<file path="config.mk">
export PLATFORM = sky130hd
export DESIGN_NAME = fpalu_issue_ctrl_flat
export DESIGN_NICKNAME = d
export VERILOG_FILES = /design/src/rtl/fpalu_issue_ctrl_pkg.sv /design/src/rtl/fpalu_issue_ctrl_if.sv /design/src/rtl/fpalu_lat_lut.sv /design/src/rtl/fpalu_issue_ctrl.sv /design/src/flat_wrapper.sv
export SDC_FILE = /design/constraint.sdc
export NUM_CORES = 1
export LEC_CHECK = 0
export BUFFER_PORTS_ARGS = -buffer_cell sky130_fd_sc_hd__buf_2
export CAP_MARGIN = 15
export CORE_MARGIN = 1.5
export CORE_UTILIZATION = 47
export CTS_BUF_LIST = sky130_fd_sc_hd__clkbuf_4 sky130_fd_sc_hd__clkbuf_8 sky130_fd_sc_hd__clkbuf_16
export CTS_CLUSTER_SIZE = 28
export DETAILED_ROUTE_END_ITERATION = 12
export PLACE_DENSITY = 0.8
export SLEW_MARGIN = 5
export SYNTH_ARGS = -nofsm -noshare
export SYNTH_HDL_FRONTEND = slang
export SYNTH_SLANG_ARGS = --single-unit
</file>
<file path="constraint.sdc">
create_clock -name iclock -period 4.21 [get_ports iclock]
set_input_delay 0.6315 -clock iclock [delete_from_list [all_inputs] [get_ports iclock]]
set_output_delay 0.6315 -clock iclock [all_outputs]
set_load 0.02 [all_outputs]
</file>
<file path="src/rtl/fpalu_issue_ctrl_pkg.sv">
// Shared FP opcodes, default FP ALU latencies and issue-controller types.
// The latency defaults are also meant for the pipeline hazard logic.
package fpalu_issue_ctrl_pkg;

    localparam logic [4:0] FOPADD    = 5'd0;
    localparam logic [4:0] FOPSUB    = 5'd1;
    localparam logic [4:0] FOPMUL    = 5'd2;
    localparam logic [4:0] FOPDIV    = 5'd3;
    localparam logic [4:0] FOPSQRT   = 5'd4;
    localparam logic [4:0] FOPABS    = 5'd5;
    localparam logic [4:0] FOPNEG    = 5'd6;
    localparam logic [4:0] FOPSGNJ   = 5'd7;
    localparam logic [4:0] FOPSGNJN  = 5'd8;
    localparam logic [4:0] FOPSGNJX  = 5'd9;
    localparam logic [4:0] FOPCVTSW  = 5'd10;
    localparam logic [4:0] FOPCVTWS  = 5'd11;
    localparam logic [4:0] FOPCVTSWU = 5'd12;
    localparam logic [4:0] FOPCVTWUS = 5'd13;
    localparam logic [4:0] FOPMAX    = 5'd14;
    localparam logic [4:0] FOPMIN    = 5'd15;
    localparam logic [4:0] FOPCEQ    = 5'd16;
    localparam logic [4:0] FOPCLT    = 5'd17;
    localparam logic [4:0] FOPCLE    = 5'd18;

    localparam int unsigned DEF_LAT_ADDSUB = 7;
    localparam int unsigned DEF_LAT_MUL    = 5;
    localparam int unsigned DEF_LAT_DIV    = 6;
    localparam int unsigned DEF_LAT_SQRT   = 16;
    localparam int unsigned DEF_LAT_CVT    = 6;
    localparam int unsigned DEF_LAT_CMP    = 1;
    localparam int unsigned DEF_LAT_MISC   = 1;

    typedef enum logic [1:0] {
        ST_IDLE = 2'd0,
        ST_EXEC = 2'd1,
        ST_RESP = 2'd2
    } issue_state_t;

    function automatic int unsigned lat_umax(input int unsigned a, input int unsigned b);
        return (a > b) ? a : b;
    endfunction

    // Ops whose only meaningful output is the compare bit; their result word is zeroed.
    function automatic logic is_cmp_op(input logic [4:0] op);
        return (op == FOPCEQ) || (op == FOPCLT) || (op == FOPCLE);
    endfunction

endpackage

</file>
<file path="src/rtl/fpalu_issue_ctrl_if.sv">
// Request / FP ALU / response bundle of the FP ALU issue controller.
interface fpalu_issue_ctrl_if;

    logic        ireq_valid;
    logic        oreq_ready;
    logic [4:0]  ireq_op;
    logic [31:0] ireq_a;
    logic [31:0] ireq_b;
    logic        ifflush;
    logic [4:0]  ofp_control;
    logic [31:0] ofp_dataa;
    logic [31:0] ofp_datab;
    logic [31:0] ifp_result;
    logic [3:0]  ifp_flags;
    logic        ifp_comp;
    logic        orsp_valid;
    logic        irsp_ready;
    logic [31:0] orsp_result;
    logic [3:0]  orsp_flags;
    logic        orsp_comp;
    logic        obusy;

    modport slave (
        input  ireq_valid, ireq_op, ireq_a, ireq_b, ifflush,
        input  ifp_result, ifp_flags, ifp_comp, irsp_ready,
        output oreq_ready, ofp_control, ofp_dataa, ofp_datab,
        output orsp_valid, orsp_result, orsp_flags, orsp_comp, obusy
    );

    modport master (
        output ireq_valid, ireq_op, ireq_a, ireq_b, ifflush,
        output ifp_result, ifp_flags, ifp_comp, irsp_ready,
        input  oreq_ready, ofp_control, ofp_dataa, ofp_datab,
        input  orsp_valid, orsp_result, orsp_flags, orsp_comp, obusy
    );

endinterface

</file>
<file path="src/rtl/fpalu_lat_lut.sv">
// Combinational FP opcode -> ALU latency lookup, shared with the hazard unit.
module fpalu_lat_lut
    import fpalu_issue_ctrl_pkg::*;
#(
    parameter int unsigned LAT_ADDSUB = DEF_LAT_ADDSUB,
    parameter int unsigned LAT_MUL    = DEF_LAT_MUL,
    parameter int unsigned LAT_DIV    = DEF_LAT_DIV,
    parameter int unsigned LAT_SQRT   = DEF_LAT_SQRT,
    parameter int unsigned LAT_CVT    = DEF_LAT_CVT,
    parameter int unsigned LAT_CMP    = DEF_LAT_CMP,
    parameter int unsigned LAT_MISC   = DEF_LAT_MISC,
    parameter int unsigned W          = 5
)(
    input  logic [4:0]   op,
    output logic [W-1:0] lat
);

    always_comb begin
        lat = W'(LAT_MISC);
        case (op)
            FOPADD, FOPSUB:                               lat = W'(LAT_ADDSUB);
            FOPMUL:                                       lat = W'(LAT_MUL);
            FOPDIV:                                       lat = W'(LAT_DIV);
            FOPSQRT:                                      lat = W'(LAT_SQRT);
            FOPCVTSW, FOPCVTWS, FOPCVTSWU, FOPCVTWUS:     lat = W'(LAT_CVT);
            FOPCEQ, FOPCLT, FOPCLE, FOPMAX, FOPMIN:       lat = W'(LAT_CMP);
            default:                                      lat = W'(LAT_MISC);
        endcase
    end

endmodule

</file>
<file path="src/rtl/fpalu_issue_ctrl.sv">
// FP ALU issue controller: accepts one op, holds ALU inputs for the op's fixed
// latency, then presents the captured result until the consumer takes it.
module fpalu_issue_ctrl
    import fpalu_issue_ctrl_pkg::*;
#(
    parameter int unsigned LAT_ADDSUB = DEF_LAT_ADDSUB,
    parameter int unsigned LAT_MUL    = DEF_LAT_MUL,
    parameter int unsigned LAT_DIV    = DEF_LAT_DIV,
    parameter int unsigned LAT_SQRT   = DEF_LAT_SQRT,
    parameter int unsigned LAT_CVT    = DEF_LAT_CVT,
    parameter int unsigned LAT_CMP    = DEF_LAT_CMP,
    parameter int unsigned LAT_MISC   = DEF_LAT_MISC
)(
    input  logic              iclock,
    input  logic              ireset,
    fpalu_issue_ctrl_if.slave bus
);

    localparam int unsigned LAT_MAX =
        lat_umax(lat_umax(lat_umax(LAT_ADDSUB, LAT_MUL), lat_umax(LAT_DIV, LAT_SQRT)),
                 lat_umax(lat_umax(LAT_CVT, LAT_CMP), LAT_MISC));
    localparam int unsigned CNT_W = $clog2(LAT_MAX) + 1;

    issue_state_t     state;
    issue_state_t     state_nxt;
    logic [CNT_W-1:0] cnt;
    logic [CNT_W-1:0] lat_q;
    logic [CNT_W-1:0] lut_lat;
    logic [4:0]       fp_control;
    logic [31:0]      fp_dataa;
    logic [31:0]      fp_datab;
    logic [31:0]      rsp_result;
    logic [3:0]       rsp_flags;
    logic             rsp_comp;
    logic             accept;
    logic             last;
    logic             capture;

    fpalu_lat_lut #(
        .LAT_ADDSUB (LAT_ADDSUB),
        .LAT_MUL    (LAT_MUL),
        .LAT_DIV    (LAT_DIV),
        .LAT_SQRT   (LAT_SQRT),
        .LAT_CVT    (LAT_CVT),
        .LAT_CMP    (LAT_CMP),
        .LAT_MISC   (LAT_MISC),
        .W          (CNT_W)
    ) u_lat_lut (
        .op  (bus.ireq_op),
        .lat (lut_lat)
    );

    always_ff @(posedge iclock or posedge ireset) begin
        if (ireset) begin
            state <= ST_IDLE;
        end else begin
            state <= state_nxt;
        end
    end

    // Flush only has a target in EXEC/RESP; in IDLE a concurrent request still wins.
    always_comb begin
        state_nxt = state;
        accept    = 1'b0;
        last      = 1'b0;
        capture   = 1'b0;
        case (state)
            ST_IDLE: begin
                if (bus.ireq_valid) begin
                    accept    = 1'b1;
                    state_nxt = ST_EXEC;
                end
            end
            ST_EXEC: begin
                last = (cnt == lat_q - CNT_W'(1));
                if (bus.ifflush) begin
                    state_nxt = ST_IDLE;
                end else if (last) begin
                    capture   = 1'b1;
                    state_nxt = ST_RESP;
                end
            end
            ST_RESP: begin
                if (bus.ifflush || bus.irsp_ready) begin
                    state_nxt = ST_IDLE;
                end
            end
            default: state_nxt = ST_IDLE;
        endcase
    end

    always_ff @(posedge iclock or posedge ireset) begin
        if (ireset) begin
            cnt        <= '0;
            lat_q      <= '0;
            fp_control <= '0;
            fp_dataa   <= '0;
            fp_datab   <= '0;
            rsp_result <= '0;
            rsp_flags  <= '0;
            rsp_comp   <= 1'b0;
        end else begin
            if (accept) begin
                fp_control <= bus.ireq_op;
                fp_dataa   <= bus.ireq_a;
                fp_datab   <= bus.ireq_b;
                cnt        <= '0;
                lat_q      <= lut_lat;
            end else if (state == ST_EXEC && !last) begin
                cnt <= cnt + CNT_W'(1);
            end
            if (capture) begin
                rsp_result <= is_cmp_op(fp_control) ? '0 : bus.ifp_result;
                rsp_flags  <= bus.ifp_flags;
                rsp_comp   <= bus.ifp_comp;
            end
        end
    end

    assign bus.oreq_ready  = (state == ST_IDLE);
    assign bus.obusy       = (state != ST_IDLE);
    assign bus.orsp_valid  = (state == ST_RESP);
    assign bus.ofp_control = fp_control;
    assign bus.ofp_dataa   = fp_dataa;
    assign bus.ofp_datab   = fp_datab;
    assign bus.orsp_result = rsp_result;
    assign bus.orsp_flags  = rsp_flags;
    assign bus.orsp_comp   = rsp_comp;

endmodule

</file>
<file path="src/flat_wrapper.sv">
// flat-port wrapper written by rule: the top's interface ports become plain ports
module fpalu_issue_ctrl_flat import fpalu_issue_ctrl_pkg::*;
#(
    parameter int unsigned LAT_ADDSUB = DEF_LAT_ADDSUB,
    parameter int unsigned LAT_MUL    = DEF_LAT_MUL,
    parameter int unsigned LAT_DIV    = DEF_LAT_DIV,
    parameter int unsigned LAT_SQRT   = DEF_LAT_SQRT,
    parameter int unsigned LAT_CVT    = DEF_LAT_CVT,
    parameter int unsigned LAT_CMP    = DEF_LAT_CMP,
    parameter int unsigned LAT_MISC   = DEF_LAT_MISC
)
  (iclock, ireset, bus_ireq_valid, bus_ireq_op, bus_ireq_a, bus_ireq_b, bus_ifflush, bus_ifp_result, bus_ifp_flags, bus_ifp_comp, bus_irsp_ready, bus_oreq_ready, bus_ofp_control, bus_ofp_dataa, bus_ofp_datab, bus_orsp_valid, bus_orsp_result, bus_orsp_flags, bus_orsp_comp, bus_obusy);
  fpalu_issue_ctrl_if bus_i ();
  input  logic iclock;
  input  logic ireset;
  input wire logic [$bits(bus_i.ireq_valid)-1:0] bus_ireq_valid;
  input wire logic [$bits(bus_i.ireq_op)-1:0] bus_ireq_op;
  input wire logic [$bits(bus_i.ireq_a)-1:0] bus_ireq_a;
  input wire logic [$bits(bus_i.ireq_b)-1:0] bus_ireq_b;
  input wire logic [$bits(bus_i.ifflush)-1:0] bus_ifflush;
  input wire logic [$bits(bus_i.ifp_result)-1:0] bus_ifp_result;
  input wire logic [$bits(bus_i.ifp_flags)-1:0] bus_ifp_flags;
  input wire logic [$bits(bus_i.ifp_comp)-1:0] bus_ifp_comp;
  input wire logic [$bits(bus_i.irsp_ready)-1:0] bus_irsp_ready;
  output wire logic [$bits(bus_i.oreq_ready)-1:0] bus_oreq_ready;
  output wire logic [$bits(bus_i.ofp_control)-1:0] bus_ofp_control;
  output wire logic [$bits(bus_i.ofp_dataa)-1:0] bus_ofp_dataa;
  output wire logic [$bits(bus_i.ofp_datab)-1:0] bus_ofp_datab;
  output wire logic [$bits(bus_i.orsp_valid)-1:0] bus_orsp_valid;
  output wire logic [$bits(bus_i.orsp_result)-1:0] bus_orsp_result;
  output wire logic [$bits(bus_i.orsp_flags)-1:0] bus_orsp_flags;
  output wire logic [$bits(bus_i.orsp_comp)-1:0] bus_orsp_comp;
  output wire logic [$bits(bus_i.obusy)-1:0] bus_obusy;
  assign bus_i.ireq_valid = bus_ireq_valid;
  assign bus_i.ireq_op = bus_ireq_op;
  assign bus_i.ireq_a = bus_ireq_a;
  assign bus_i.ireq_b = bus_ireq_b;
  assign bus_i.ifflush = bus_ifflush;
  assign bus_i.ifp_result = bus_ifp_result;
  assign bus_i.ifp_flags = bus_ifp_flags;
  assign bus_i.ifp_comp = bus_ifp_comp;
  assign bus_i.irsp_ready = bus_irsp_ready;
  assign bus_oreq_ready = bus_i.oreq_ready;
  assign bus_ofp_control = bus_i.ofp_control;
  assign bus_ofp_dataa = bus_i.ofp_dataa;
  assign bus_ofp_datab = bus_i.ofp_datab;
  assign bus_orsp_valid = bus_i.orsp_valid;
  assign bus_orsp_result = bus_i.orsp_result;
  assign bus_orsp_flags = bus_i.orsp_flags;
  assign bus_orsp_comp = bus_i.orsp_comp;
  assign bus_obusy = bus_i.obusy;
  fpalu_issue_ctrl #(.LAT_ADDSUB(LAT_ADDSUB), .LAT_MUL(LAT_MUL), .LAT_DIV(LAT_DIV), .LAT_SQRT(LAT_SQRT), .LAT_CVT(LAT_CVT), .LAT_CMP(LAT_CMP), .LAT_MISC(LAT_MISC)) u_core (.iclock(iclock), .ireset(ireset), .bus(bus_i));
endmodule
</file>
==> metrics.txt, run 1 <==
run status finished clean; VDD IR max 0.360 mV; clock skew 0.00813 ns; Worst EP arrival 3.52 ns; multi-input combinational cell area 0.00169 mm^2; Die Area 0.0110 mm^2; chip height 105 um; DRC Markers 0; YS warnings 0; core footprint 0.0102 mm^2; Initial DRT Pass Iterations 4; Reg area 0.00293 mm^2; Post-synth EDFFs 0; top cells by count, synth nand2_1 (245), dfrtp_1 (117), inv_1 (38); Crit Path Max Fanout 24; vias in the first global route 4278; dpl ws 1.08 ns; Max Root-Sink Buffers 2; H-tree depth 4; sequential element share of the synthesized area 60.0%; Worst Path Buf+Inv 2; CTS resizes 0; CP peak stage delay 1.05 ns; Yosys reg bits 117; RSZ-0062 raised after global routing false; Tmin final 3.14 ns; share of layout cells above drive strength 1 35.6%; Slowest cell on crit path or4b_2; clock sinks 117; static leakage 4.05 nW; cell count after placement 849; final non-filler cell total 880; final setup TNS 0 ns; post-synth cell types 37; Post-synth ARST share 100%; total wire length 11800 um; Buffers on Ports 219; Initial Util 47.9%; Area growth, synth to finish 35.8%; CTS Hold Bufs 0; # setup viols final 0; number of routed nets with antenna violations 0; Setup CP Type reg2reg; Fmax 319 MHz; Critical Path RT 4.59 ns; Max Slew Vio Count 0; synthesized instance count 514; ANT cells 0; setup slack after layout 1.07 ns; CTS tree done; Tot GR Track Use 22.4%; clk slew on worst S/H paths 0.06 ns; Critical Path Start Type flop; actual slew at the worst max-slew pin 0.774 ns; Synth area leader dfrtp_1; top_reg_cell synth dfrtp_1; Max-Cap Viols 0; DR vias 4206; largest net degree at the start of global routing 45; Final Hold Viols 0; initial DRC count 148; kind of end point of the critical path flop; Overflow after GRT 0; nets@finish 847; num ports 220; most common cell in the synthesized netlist nand2_1; clk_lat worst skew 0.51 ns; CTS buffer count 17; power per cell area 847 mW/mm^2; Post-DP HPWL 8240 um; row count 37; CP dominant cell by count ha_1; share of the synthesized area in the top cell type 60.0%; initial antenna violation count 0; Hold Crit Class in2async; Rel. slew slack 48.4%; Die X 105 um; setup bufs post-CTS 0; post-synth net total 628; largest cells by area after synthesis dfrtp_1 (60%), nand2_1 (19%), mux2i_1 (7.2%); Fillers 874; WL/cell 13.4 um; Final Cycle Share 74.5%; CTS Root Cell clkbuf_8; global-route wire length before repair 19400 um; vias per std cell 4.78; syn avg cell area 9.50 um^2; mapped cell area 0.00488 mm^2; critical-path cell list inv_1 > ha_1 > ha_1 > xnor3_1 > nand3_1 > or4b_2 > buf_4 > mux2i_1; GPL Wtd Cong 0.824; Top Family by Delay on Critical Path simple AND/OR/NAND/NOR gates
## worst reg2reg max path: stages (launching register included)
cell and delay, ns:
dfrtp_1 0.39, inv_1 0.08, ha_1 0.21, ha_1 0.18
xnor3_1 0.36, nand3_1 0.20, or4b_2 1.05, buf_4 0.38
mux2i_1 0.16
## worst paths after layout
kind	startpoint	endpoint	slack [ns]	depth (start not counted)
worst max-delay path	u_core.lat_q[0]	u_core.bus.orsp_result[12]	1.07	8
worst min-delay path	ireset	u_core.bus.ofp_datab[8]	0.15	2
worst max register to register	u_core.lat_q[0]	u_core.bus.orsp_result[12]	1.07	8
worst min register to register	u_core.bus.ofp_datab[6]	u_core.bus.ofp_datab[6]	0.47	2
max in group asynchronous	ireset	u_core.bus.orsp_result[1]	3.14	3
min in group iclock	bus_ireq_b[7]	u_core.bus.ofp_datab[7]	0.31	3
## where the power goes
part / switching (mW) / total (mW) / internal (mW)
logic: 1.54 / 2.35 / 0.804
registers: 0.302 / 1.96 / 1.66
clock network: 0.460 / 1.31 / 0.849
## per-layer routing
layer | global-route usage (%) | wire (um) | vias up
met5 | 0 | 0 | -
li1 | - | - | 2035
met3 | 7.42 | 882 | 27
met1 | 26.0 | 4900 | 1980
met2 | 37.3 | 5720 | 164
met4 | 10.6 | 262 | 0
## per-stage QoR
| stage | util (%) | area, um^2 | hold slack, ns | power (mW) |
|---|---|---|---|---|
| finish | 65.1 | 6630 | 0.152 | 5.61 |
| global route | 65.1 | 6630 | 0.176 | 5.99 |
| CTS | 64.9 | 6610 | 0.147 | 5.66 |
| detailed placement | 59.6 | 6070 | 0.457 | 4.32 |
| global placement | 59.6 | 6070 | 0.453 | 4.21 |
| floorplan | - | 4880 | 0.461 | 3.51 |
## layout by cell type, fill, tap and decap left out, types with 4 or more instances in the layout
cell,instances
clkbuf_8,4
buf_4,5
clkinv_2,4
inv_1,37
dfrtp_1,117
clkbuf_4,5
clkbuf_16,16
o21ai_0,7
buf_2,219
nor2_1,4
mux2i_1,35
nand2_1,245
## cell type report
type                    count  share of cell area, %
inverters                  38                   2.19
repair buffers            225                   17.3
well taps                 136                   2.57
multi-input cells         334                   25.6
clock inverters             5                  0.755
clock buffers              25                   7.44
flip-flops and latches    117                   44.2
## cells by family (layout without fill, tap and decap cells)
family,after synthesis,after routing,share of synthesized area (%)
XOR/XNOR,4,4,1.00
adder cells (fa/ha/maj),3,3,0.769
flip-flops,117,117,60.0
buffers and inverters,63,293,5.33
AND/OR/NAND/NOR,267,267,21.7
multiplexers,40,40,8.33
AO/OA/AOI/OAI,20,20,2.87
## registers in the layout, summed over array words and instances, names as in the netlist, 2 cells and up
register,count
u_core.bus.ofp_control,5
u_core.bus.ofp_dataa,32
u_core.bus.ofp_datab,32
u_core.bus.orsp_flags,4
u_core.bus.orsp_result,32
u_core.cnt,5
u_core.lat_q,4
u_core.state,2
No activity file was read; power rests on OpenSTA's default activity.
==> run 2: changes to the inputs <==
Settings changed: CORE_UTILIZATION 47 to 42, PLACE_DENSITY 0.8 to 0.76.
Clock period 4.21 ns to 2.6 ns, I/O delays scaled along.
==> run 2 against run 1 <==
Flip-flop and latch count stayed put. Critical path depth grew 1. Global-route usage shrank 2.4 points. Largest power group unchanged.
==> metrics.txt, run 2 (synthesized netlist as in run 1, its figures left out) <==
run status finished clean; chip height 111 um; Tot GR Track Use 20.0%; Die Area 0.0123 mm^2; clock sinks 117; initial DRC count 222; largest net degree at the start of global routing 118; Critical Path RT 2.89 ns; num ports 220; Hold Crit Class in2async; nets@finish 853; Final Hold Viols 0; vias per std cell 4.68; Initial DRT Pass Iterations 5; Critical Path Start Type flop; CTS tree done; DRC Markers 0; # setup viols final 0; Rel. slew slack 56.1%; clk_lat worst skew 0.42 ns; ANT cells 0; Setup CP Type reg2reg; VDD IR max 0.840 mV; WL/cell 13.1 um; row count 39; Die X 111 um; clock skew 0.00712 ns; Post-DP HPWL 8150 um; Buffers on Ports 219; kind of end point of the critical path flop; RSZ-0062 raised after global routing false; Crit Path Max Fanout 20; CTS buffer count 17; most frequent cells in the layout nand2_1 (245), buf_2 (219), dfrtp_1 (117), inv_1 (37), mux2i_1 (34); Area growth, synth to finish 40.0%; CTS Hold Bufs 0; Fmax 422 MHz; actual slew at the worst max-slew pin 0.659 ns; CTS Root Cell clkbuf_16; leading cell type in the layout, fill and taps excluded nand2_1; Max Slew Vio Count 0; Max-Cap Viols 0; H-tree depth 4; Overflow after GRT 0; power per cell area 1400 mW/mm^2; DR vias 4193; Tmin final 2.37 ns; Worst EP arrival 2.66 ns; initial antenna violation count 0; vias in the first global route 4314; clk slew on worst S/H paths 0.05 ns; static leakage 4.11 nW; Final Cycle Share 91.2%; global-route wire length before repair 19700 um; Initial Util 42.9%; GPL Wtd Cong 0.789; core footprint 0.0114 mm^2; number of routed nets with antenna violations 0; final setup TNS 0 ns; share of layout cells above drive strength 1 36.4%; Max Root-Sink Buffers 2; Tot Pwr 9.60 mW; total wire length 11700 um
==> run 2: cell types whose count changed in the layout (fill, tap and decap cells not counted), sizes merged <==
cell | previous run | this run
clkbuf | 25 | 20
clkinv | 4 | 3
buf | 225 | 231
clkinvlp | 0 | 6
inv | 38 | 37
bufinv | 1 | 4
==> run 2: power by group <==
group,leakage (nW),internal [mW],switching (mW)
sequential,1.41,2.68,0.485
clock,0.300,1.68,0.825
combinational,2.40,1.41,2.53
==> run 2: final timing paths <==
path / start / endpoint / slack, ns / cells after the start
hold / removal: ireset / u_core.bus.orsp_result[29] / 0.11 / 3
setup reg to reg: u_core.lat_q[1] / u_core.bus.orsp_result[20] / 0.23 / 9
hold reg to reg: u_core.bus.ofp_dataa[19] / u_core.bus.ofp_dataa[19] / 0.47 / 2
min in group iclock: bus_irsp_ready / u_core.state[1] / 0.16 / 2
setup / recovery: u_core.lat_q[1] / u_core.bus.orsp_result[20] / 0.23 / 9
max in group asynchronous: ireset / u_core.lat_q[2] / 1.94 / 3
==> run 2: stage by stage <==
step                instance area (um^2)  setup slack, ns  instances  hold WS (ns)  utilization (%)
floorplan                           4880            0.173        514         0.461                -
global placement                    6160            0.106        862         0.452             54.2
detailed placement                  6160           0.0366        862         0.457             54.2
CTS                                 6810           0.0327        894         0.132             59.9
global route                        6830            0.122        895         0.155             60.1
finish                              6830            0.229        895         0.111             60.1
==> run 2: timing repair <==
item | in CTS | in global routing
endpoints found under the setup margin | 0 | 28
buffers inserted | 0 | 1
endpoints found under the hold margin | 0 | 0
gates resized for setup | 0 | 5
==> run 2: layer usage <==
| metal | vias up | wire, um | GRT usage [%] |
|---|---|---|---|
| li1 | 2056 | - | - |
| met1 | 1946 | 4900 | 23.8 |
| met2 | 168 | 5650 | 32.4 |
| met3 | 23 | 923 | 7.16 |
| met4 | 0 | 253 | 9.66 |
| met5 | - | 0 | 0 |
==> run 2: cell type report <==
class                   instances  area, um^2
well taps                     143         179
multi-input cells             334        1700
fillers                       947        4540
clock inverters                12         176
flip-flops and latches        117        2930
clock buffers                  20         467
inverters                      38         146
repair buffers                231        1240
==> run 2: worst max-delay path, cell delays in order, from the launching register on <==
cell and delay, ns:
dfrtp_1 0.38, inv_1 0.06, ha_1 0.17, ha_1 0.18
xnor3_1 0.36, nand3_1 0.09, or4b_4 0.51, buf_12 0.17
buf_12 0.17, mux2i_2 0.16
==> run 3: changes to the inputs <==
Settings changed: CELL_PAD_IN_SITES_DETAIL_PLACEMENT set to 0, CELL_PAD_IN_SITES_GLOBAL_PLACEMENT set to 1, CORE_UTILIZATION 42 to 31, PLACE_DENSITY 0.76 to not set, PLACE_DENSITY_LB_ADDON set to 0.1.
==> run 3 against run 2 <==
Combinational power about the same. Die area increased by 34%. Sequential power about the same. Cell count increased by 7.6%. Fmax decreased by 4.6%. Wire length increased by 7.7%. Clock skew decreased by 0.0033 ns. Clock-buffer cell count increased by 5. Critical path depth decreased by 1. Flip-flop and latch count unchanged.
==> metrics.txt, run 3 (synthesized netlist as in run 1, its figures left out) <==
run status finished clean; chip height 128 um; leading cell type in the layout, fill and taps excluded nand2_1; Max Root-Sink Buffers 2; Fmax 402 MHz; ANT cells 0; nets@finish 856; Slowest cell on crit path or4b_2; Hold WS 0.155 ns; Critical Path RT 2.89 ns; RSZ-0062 raised after global routing false; initial antenna violation count 0; clk slew on worst S/H paths 0.05 ns; Critical Path Start Type flop; clock skew 0.00381 ns; Post-DP HPWL 8750 um; clk_lat worst skew 0.41 ns; vias in the first global route 4176; actual slew at the worst max-slew pin 0.635 ns; Placed Area 0.00628 mm^2; Worst Path Buf+Inv 2; Buffers on Ports 219; Initial DRT Pass Iterations 4; row count 45; Worst EP arrival 2.77 ns; Max-Cap Viols 0; total wire length 12600 um; Final Hold Viols 0; critical-path cell list inv_1 > ha_1 > ha_1 > xnor3_1 > nand3_1 > or4b_2 > buf_4 > mux2_1; Tmin final 2.48 ns; CTS buffer count 17; Die X 128 um; CTS Root Cell clkbuf_16; core footprint 0.0153 mm^2; num ports 220; WL/cell 13.1 um; GPL Wtd Cong 0.740; Setup CP Type reg2reg; Die Area 0.0165 mm^2; Initial Util 31.9%; Worst R2R Setup Slack 0.12 ns; power per cell area 1370 mW/mm^2; CP peak stage delay 0.62 ns; global-route wire length before repair 20700 um; Hold Crit Class in2async; DR vias 4110; Tot GR Track Use 16.1%; worst reg2reg startpoint u_core.lat_q[0]; VDD IR max 0.480 mV; Area growth, synth to finish 40.7%; vias per std cell 4.27; Overflow after GRT 0; CTS resizes 0; clock sinks 117; setup bufs post-CTS 0; DRC Markers 0; final setup TNS 0 ns; CTS tree done; number of routed nets with antenna violations 0; # setup viols final 0; CP dominant cell by count ha_1; crit path from u_core.lat_q[0]; initial DRC count 152; static leakage 4.12 nW; CTS Hold Bufs 0; largest net degree at the start of global routing 118; Crit Path Max Fanout 10; share of layout cells above drive strength 1 36.3%; most frequent cells in the layout nand2_1 (245), buf_2 (219), dfrtp_1 (117), inv_1 (37), mux2i_1 (35); Final Cycle Share 95.6%; Rel. slew slack 57.7%; Top Family by Delay on Critical Path simple AND/OR/NAND/NOR gates; Design Area, Final 0.00687 mm^2; Max Slew Vio Count 0; kind of end point of the critical path flop; H-tree depth 4
run 3: cell types whose count changed in the layout (fill, tap and decap cells not counted), sizes merged:
cell	delta
clkbuf	+5
clkinvlp	-5
buf	+3
bufinv	-2
clkinv	-1
run 3: worst reg2reg max path, delay by kind of cell, from the launching register on:
kind,cells,cell delay [ns]
muxes,1,0.32
xor gates and xnor gates,1,0.35
and+or+nand+nor,2,0.71
buffers and inverters,2,0.27
DFF,1,0.34
adders and majority gates,2,0.37
run 3: final timing paths:
check                                             end  cells after the start
setup / recovery             u_core.bus.orsp_flags[2]                      8
hold / removal             u_core.bus.orsp_result[24]                      3
setup reg to reg             u_core.bus.orsp_flags[2]                      8
hold reg to reg              u_core.bus.ofp_dataa[23]                      2
max in group asynchronous    u_core.bus.ofp_datab[18]                      3
min in group iclock                   u_core.state[1]                      2
run 3: stage by stage:
stage / instances / total power, mW / utilization, % / setup WS [ns]
2_1_floorplan: 514 / 5.68 / - / 0.173
4_1_cts: 963 / 9.56 / 44.8 / 0.0993
3_5_place_dp: 934 / 7.18 / 41.0 / 0.108
6_report: 963 / 9.40 / 44.8 / 0.115
3_3_place_gp: 934 / 7.10 / 41.0 / 0.150
5_1_grt: 963 / 10.1 / 44.8 / 0.0105
run 3: layout make-up:
type | instances | area, um^2
multi-input combinational | 334 | 1690
sequential | 117 | 2930
fill | 1562 | 8450
clock buffer | 25 | 517
clock inverter | 4 | 70.1
inverter | 38 | 146
timing repair buffer | 234 | 1250
tap | 211 | 264
run 3: report_power, final:
part	internal (mW)	switching [mW]	leakage [nW]	total (mW)
combinational	1.41	2.53	2.42	3.94
sequential	2.68	0.460	1.41	3.14
clock	1.55	0.765	0.295	2.31
total	5.64	3.76	4.12	9.40
run 3: metal layers:
layer	GRT usage (%)	share of wire (%)
met1	20.3	44
met2	24.0	44
met3	6.82	9.1
met4	7.40	2.5
met5	0	0
